<file path="src/rtl/bpred_table_arbiter.sv">
// Table of 2-bit saturating branch counters in a single-access array, shared between a
// 1-cycle lookup port and a read-modify-write update port. Macro BPRED_TABLE_FWD_EN enables update forwarding.
module bpred_table_arbiter #(
   parameter int         IDX_W    = 4,
   parameter logic [1:0] INIT_CTR = 2'b00,
   parameter int         MAX_WAIT = 4
) (
   input  logic             clk,
   input  logic             reset,
   input  logic             lookup_valid,
   output logic             lookup_ready,
   input  logic [IDX_W-1:0] lookup_index,
   output logic             pred_valid,
   output logic             pred_taken,
   input  logic             update_valid,
   output logic             update_ready,
   input  logic [IDX_W-1:0] update_index,
   input  logic             update_taken,
   output logic             busy
);

   // Handshakes: a transfer happens on a rising edge where valid & ready are both high;
   // the requester holds its payload stable while valid is high and ready is low.

   localparam int DEPTH = 1 << IDX_W;
   localparam int WCW   = $clog2(MAX_WAIT + 1);
   localparam logic [WCW-1:0] WAIT_MAX = WCW'(MAX_WAIT);

   typedef enum logic [1:0] {IDLE, UPD_RD, UPD_WR} state_t;

   state_t           state, state_nx;
   logic [1:0]       ctr_tbl [DEPTH];
   logic             buf_full, buf_taken;
   logic [IDX_W-1:0] buf_idx;
   logic [1:0]       tmp;
   logic [WCW-1:0]   wait_cnt;
   logic             upd_win, lookup_fire, lk_taken;
   logic [IDX_W-1:0] rd_idx;
   logic [1:0]       rd_ctr, wr_ctr;

   function automatic logic [1:0] sat_step(input logic [1:0] c, input logic up);
      if (up) return (c == 2'b11) ? c : c + 2'd1;
      else    return (c == 2'b00) ? c : c - 2'd1;
   endfunction

   always_comb begin
      state_nx     = state;
      upd_win      = 1'b0;
      lookup_ready = 1'b0;
      case (state)
         IDLE: begin
            // a pending update takes the array when nobody looks up or it has starved long enough
            upd_win      = buf_full && (!lookup_valid || wait_cnt == WAIT_MAX);
            lookup_ready = !upd_win;
            if (upd_win) state_nx = UPD_RD;
         end
         UPD_RD:  state_nx = UPD_WR;
         UPD_WR:  state_nx = IDLE;
         default: state_nx = IDLE;
      endcase
   end

   assign update_ready = !buf_full;
   assign busy         = buf_full || (state != IDLE);
   assign lookup_fire  = lookup_valid && lookup_ready;
   assign rd_idx       = upd_win ? buf_idx : lookup_index;
   assign rd_ctr       = ctr_tbl[rd_idx];
   assign wr_ctr       = sat_step(tmp, buf_taken);

`ifdef BPRED_TABLE_FWD_EN
   logic [1:0] fwd_ctr;
   always_comb begin
      fwd_ctr  = sat_step(rd_ctr, buf_taken);
      lk_taken = (buf_full && buf_idx == lookup_index) ? fwd_ctr[1] : rd_ctr[1];
   end
`else
   assign lk_taken = rd_ctr[1];
`endif

   always_ff @(posedge clk) begin
      if (reset) begin
         state      <= IDLE;
         buf_full   <= 1'b0;
         buf_idx    <= '0;
         buf_taken  <= 1'b0;
         tmp        <= '0;
         wait_cnt   <= '0;
         pred_valid <= 1'b0;
         pred_taken <= 1'b0;
         for (int i = 0; i < DEPTH; i++) ctr_tbl[i] <= INIT_CTR;
      end else begin
         state      <= state_nx;
         pred_valid <= lookup_fire;
         if (lookup_fire) pred_taken <= lk_taken;
         if (upd_win) begin
            tmp      <= rd_ctr;
            wait_cnt <= '0;
         end else if (state == IDLE && buf_full && lookup_valid) begin
            wait_cnt <= wait_cnt + WCW'(1);
         end
         // the buffer frees on the write edge; a new capture waits for the next cycle
         if (state == UPD_RD) begin
            ctr_tbl[buf_idx] <= wr_ctr;
            buf_full         <= 1'b0;
         end else if (update_valid && update_ready) begin
            buf_full  <= 1'b1;
            buf_idx   <= update_index;
            buf_taken <= update_taken;
         end
      end
   end

endmodule

</file>
<file path="config.mk">
export PLATFORM = sky130hd
export DESIGN_NAME = bpred_table_arbiter
export DESIGN_NICKNAME = d
export VERILOG_FILES = /design/src/rtl/bpred_table_arbiter.sv
export SDC_FILE = /design/constraint.sdc
export NUM_CORES = 1
export LEC_CHECK = 0
export ABC_AREA = 1
export BUFFER_PORTS_ARGS = -buffer_cell sky130_fd_sc_hd__buf_2
export CORE_MARGIN = 2
export CORE_UTILIZATION = 52
export CTS_CLUSTER_DIAMETER = 100
export DETAILED_ROUTE_END_ITERATION = 8
export PLACE_DENSITY_LB_ADDON = 0.2
export SYNTH_ARGS = -nofsm -noshare
export SYNTH_HDL_FRONTEND = slang
export SYNTH_SLANG_ARGS = --single-unit
</file>
<file path="constraint.sdc">
create_clock -name clk -period 5.1 [get_ports clk]
set_input_delay 0.51 -clock clk [delete_from_list [all_inputs] [get_ports clk]]
set_output_delay 0.51 -clock clk [all_outputs]
set_load 0.1 [all_outputs]
</file>
==> reports/results.txt <==
Fmax: 441 MHz
Routed wire length: 4.99 mm
Vias: 1939
Power per cell area: 331 mW/mm^2
Final Worst Setup Slack: 2830 ps
Die Y: 72.7 um
Sequential fraction of the synthesis area: 51.4%
Drc violations: 0
Final #Nets: 337
Reg clk slew, reported paths: 90 ps
Critical R2R Launch: wait_cnt[0]
Post-DR vias/cell: 5.17
CP endpoint: lookup_ready
# diodes: 0
Area delta synth->final: 9.69%
Final Wtd Congestion: 0.877
Most common cell after layout, fill and taps aside: nand2_1
DP HPWL: 3.74 mm
Peak supply drop: 0.000185 V
Final period utilization: 44.5%
Vias in the first global route: 1748
Initial antenna violation count: 0
TritonCTS buffer count: 5
Initial Util: 55.2%
Status: finished, final reports clean
Layout Utilization: 60.6%
Crit path from: wait_cnt[0]
Die area: 0.00528 mm^2
# setup viols final: 0
Gr ovfl total: 0
Max Cap Violations: 0
Clock root buffer master: clkbuf_8
Share of cells above drive strength 1: 12.1%
Longest Clk Path Bufs: 2
P_leak: 1.18 nW
Yosys warnings: 0
Reg-to-Reg End: pred_taken
Critical path class: reg -> out
Mapped Cells: 305
Seq cells post-synth: 47
R2R depth: 14
# port buffers: 17
CTS sink cnt: 47
Initial DRC count: 142
Setup Buffers After CTS: 0
Die X: 72.7 um
CTS tree: yes
Commonest cells after routing, fill and taps aside: nand2_1 (79), inv_1 (51), nor2_1 (41)
Required @ worst endpoint: 4590 ps
Fin crit period: 2270 ps
Synth cell types: 26
Mapped Area: 0.00245 mm^2
I/O Pins: 18
Post-cts hold buffer count: 0
Dpl ws: 3070 ps
Setup TNS: 0 ps
Critical Path Fanout Max: 4
Crit end category: primary output
Max-slew violations: 0
First-pass GRT wire length: 8.19 mm
Critical Path AT: 1760 ps
Pin slew with the least headroom to its limit: 835 ps
Slew HR: 44.3%
Final Hold Viols: 0
Row count: 24
Post-Syn Area per Cell: 8.04 um^2
Largest net degree at the start of global routing: 24
H-Tree Level Count: 2
Setup Skew: 10.4 ps
Total track usage: 20.9%
DRT Pass-1 Iters: 4
Hold path startpoint: update_taken
Mean routed wirelength per cell: 13.3 um
Unrepaired setup endpoints after global routing: no
R2r setup slk: 3070 ps
Syn_nets: 320
Worst hold path type: in -> reg
Routed Antenna Nets: 0
Worst-skew pair later-pin latency: 310 ps
Post_cts resized: 0
Placeable Area: 0.00444 mm^2
Worst setup SP type: flop
## registers in the layout, indices dropped and copies added (netlist names)
name and count:
wait_cnt 3, buf_idx 4, buf_full 1, pred_taken 1, buf_taken 1, state 2, pred_valid 1, ctr_tbl 32
tmp 2
## per-stage QoR
| step | cells | total power [mW] | cell area [um^2] | hold WS [ps] |
|---|---|---|---|---|
| 3_3_place_gp | 367 | 0.578 | 2560 | 452 |
| 6_report | 375 | 0.892 | 2690 | 427 |
| 4_1_cts | 375 | 0.894 | 2690 | 426 |
| 2_1_floorplan | 305 | 0.550 | 2450 | 438 |
| 3_5_place_dp | 367 | 0.578 | 2560 | 455 |
| 5_1_grt | 375 | 0.920 | 2690 | 430 |
## worst min-delay path by stage
| stage | cells past startpoint | slack, ps | to |
|---|---|---|---|
| global placement | 2 | 450 | tmp[1] |
| detailed placement | 2 | 460 | tmp[1] |
| finish | 3 | 430 | buf_taken |
| global route | 2 | 430 | pred_valid |
| floorplan | 2 | 440 | tmp[1] |
| CTS | 2 | 430 | pred_valid |
## Yosys cell counts (all sizes together)
| cell | count | area (um^2) |
|---|---|---|
| o21ai | 11 | 81.3 |
| nand4 | 3 | 18.8 |
| dfxtp | 15 | 300 |
| nor3 | 8 | 45.0 |
| nand3b | 4 | 30.0 |
| buf | 6 | 48.8 |
| ha | 2 | 25.0 |
| nand3 | 35 | 195 |
| or2 | 1 | 6.26 |
| nor3b | 1 | 7.51 |
| a21oi | 8 | 40.0 |
| o21a | 1 | 7.51 |
| edfxtp | 32 | 961 |
| inv | 51 | 191 |
| nor2 | 42 | 165 |
| a211oi | 1 | 7.51 |
| nand2 | 82 | 315 |
| clkbuf | 2 | 7.51 |
## metal layers
layer	wire [um]	vias up	global-route usage (%)
met1	2280	862	28.7
met4	111	0	9.47
met2	2270	60	32.0
met3	324	11	4.42
li1	-	1006	-
met5	0	-	0
## area by class of cell
type,count,area (um^2)
sequential,47,1260
tap,52,65.1
timing repair buffer,18,92.6
clock buffer,6,72.6
fill,409,1750
multi-input combinational,199,948
clock inverter,2,60.1
inverter,51,191
## cell families (layout without fill, tap and decap cells)
group           count (synthesis)  in the layout  synth area share, %
buf+inv                        59             77                 10.1
fa+ha+maj                       2              2                 1.02
compound gates                 21             21                 5.56
simple gates                  176            176                 31.9
flops                          47             47                 51.4
## worst max-delay path: stages (launching register included)
cell	delay [ps]
dfxtp_1	370
inv_1	70
ha_1	200
nand2_1	60
nand2_1	110
nand2_1	80
nand2_1	80
inv_1	60
buf_2	420
## report_power, final
part / switching, mW / internal [mW] / total, mW
registers: 0.0111 / 0.422 / 0.433
clock network: 0.126 / 0.196 / 0.322
logic: 0.101 / 0.0350 / 0.136
(Power assumes the default switching activity.)
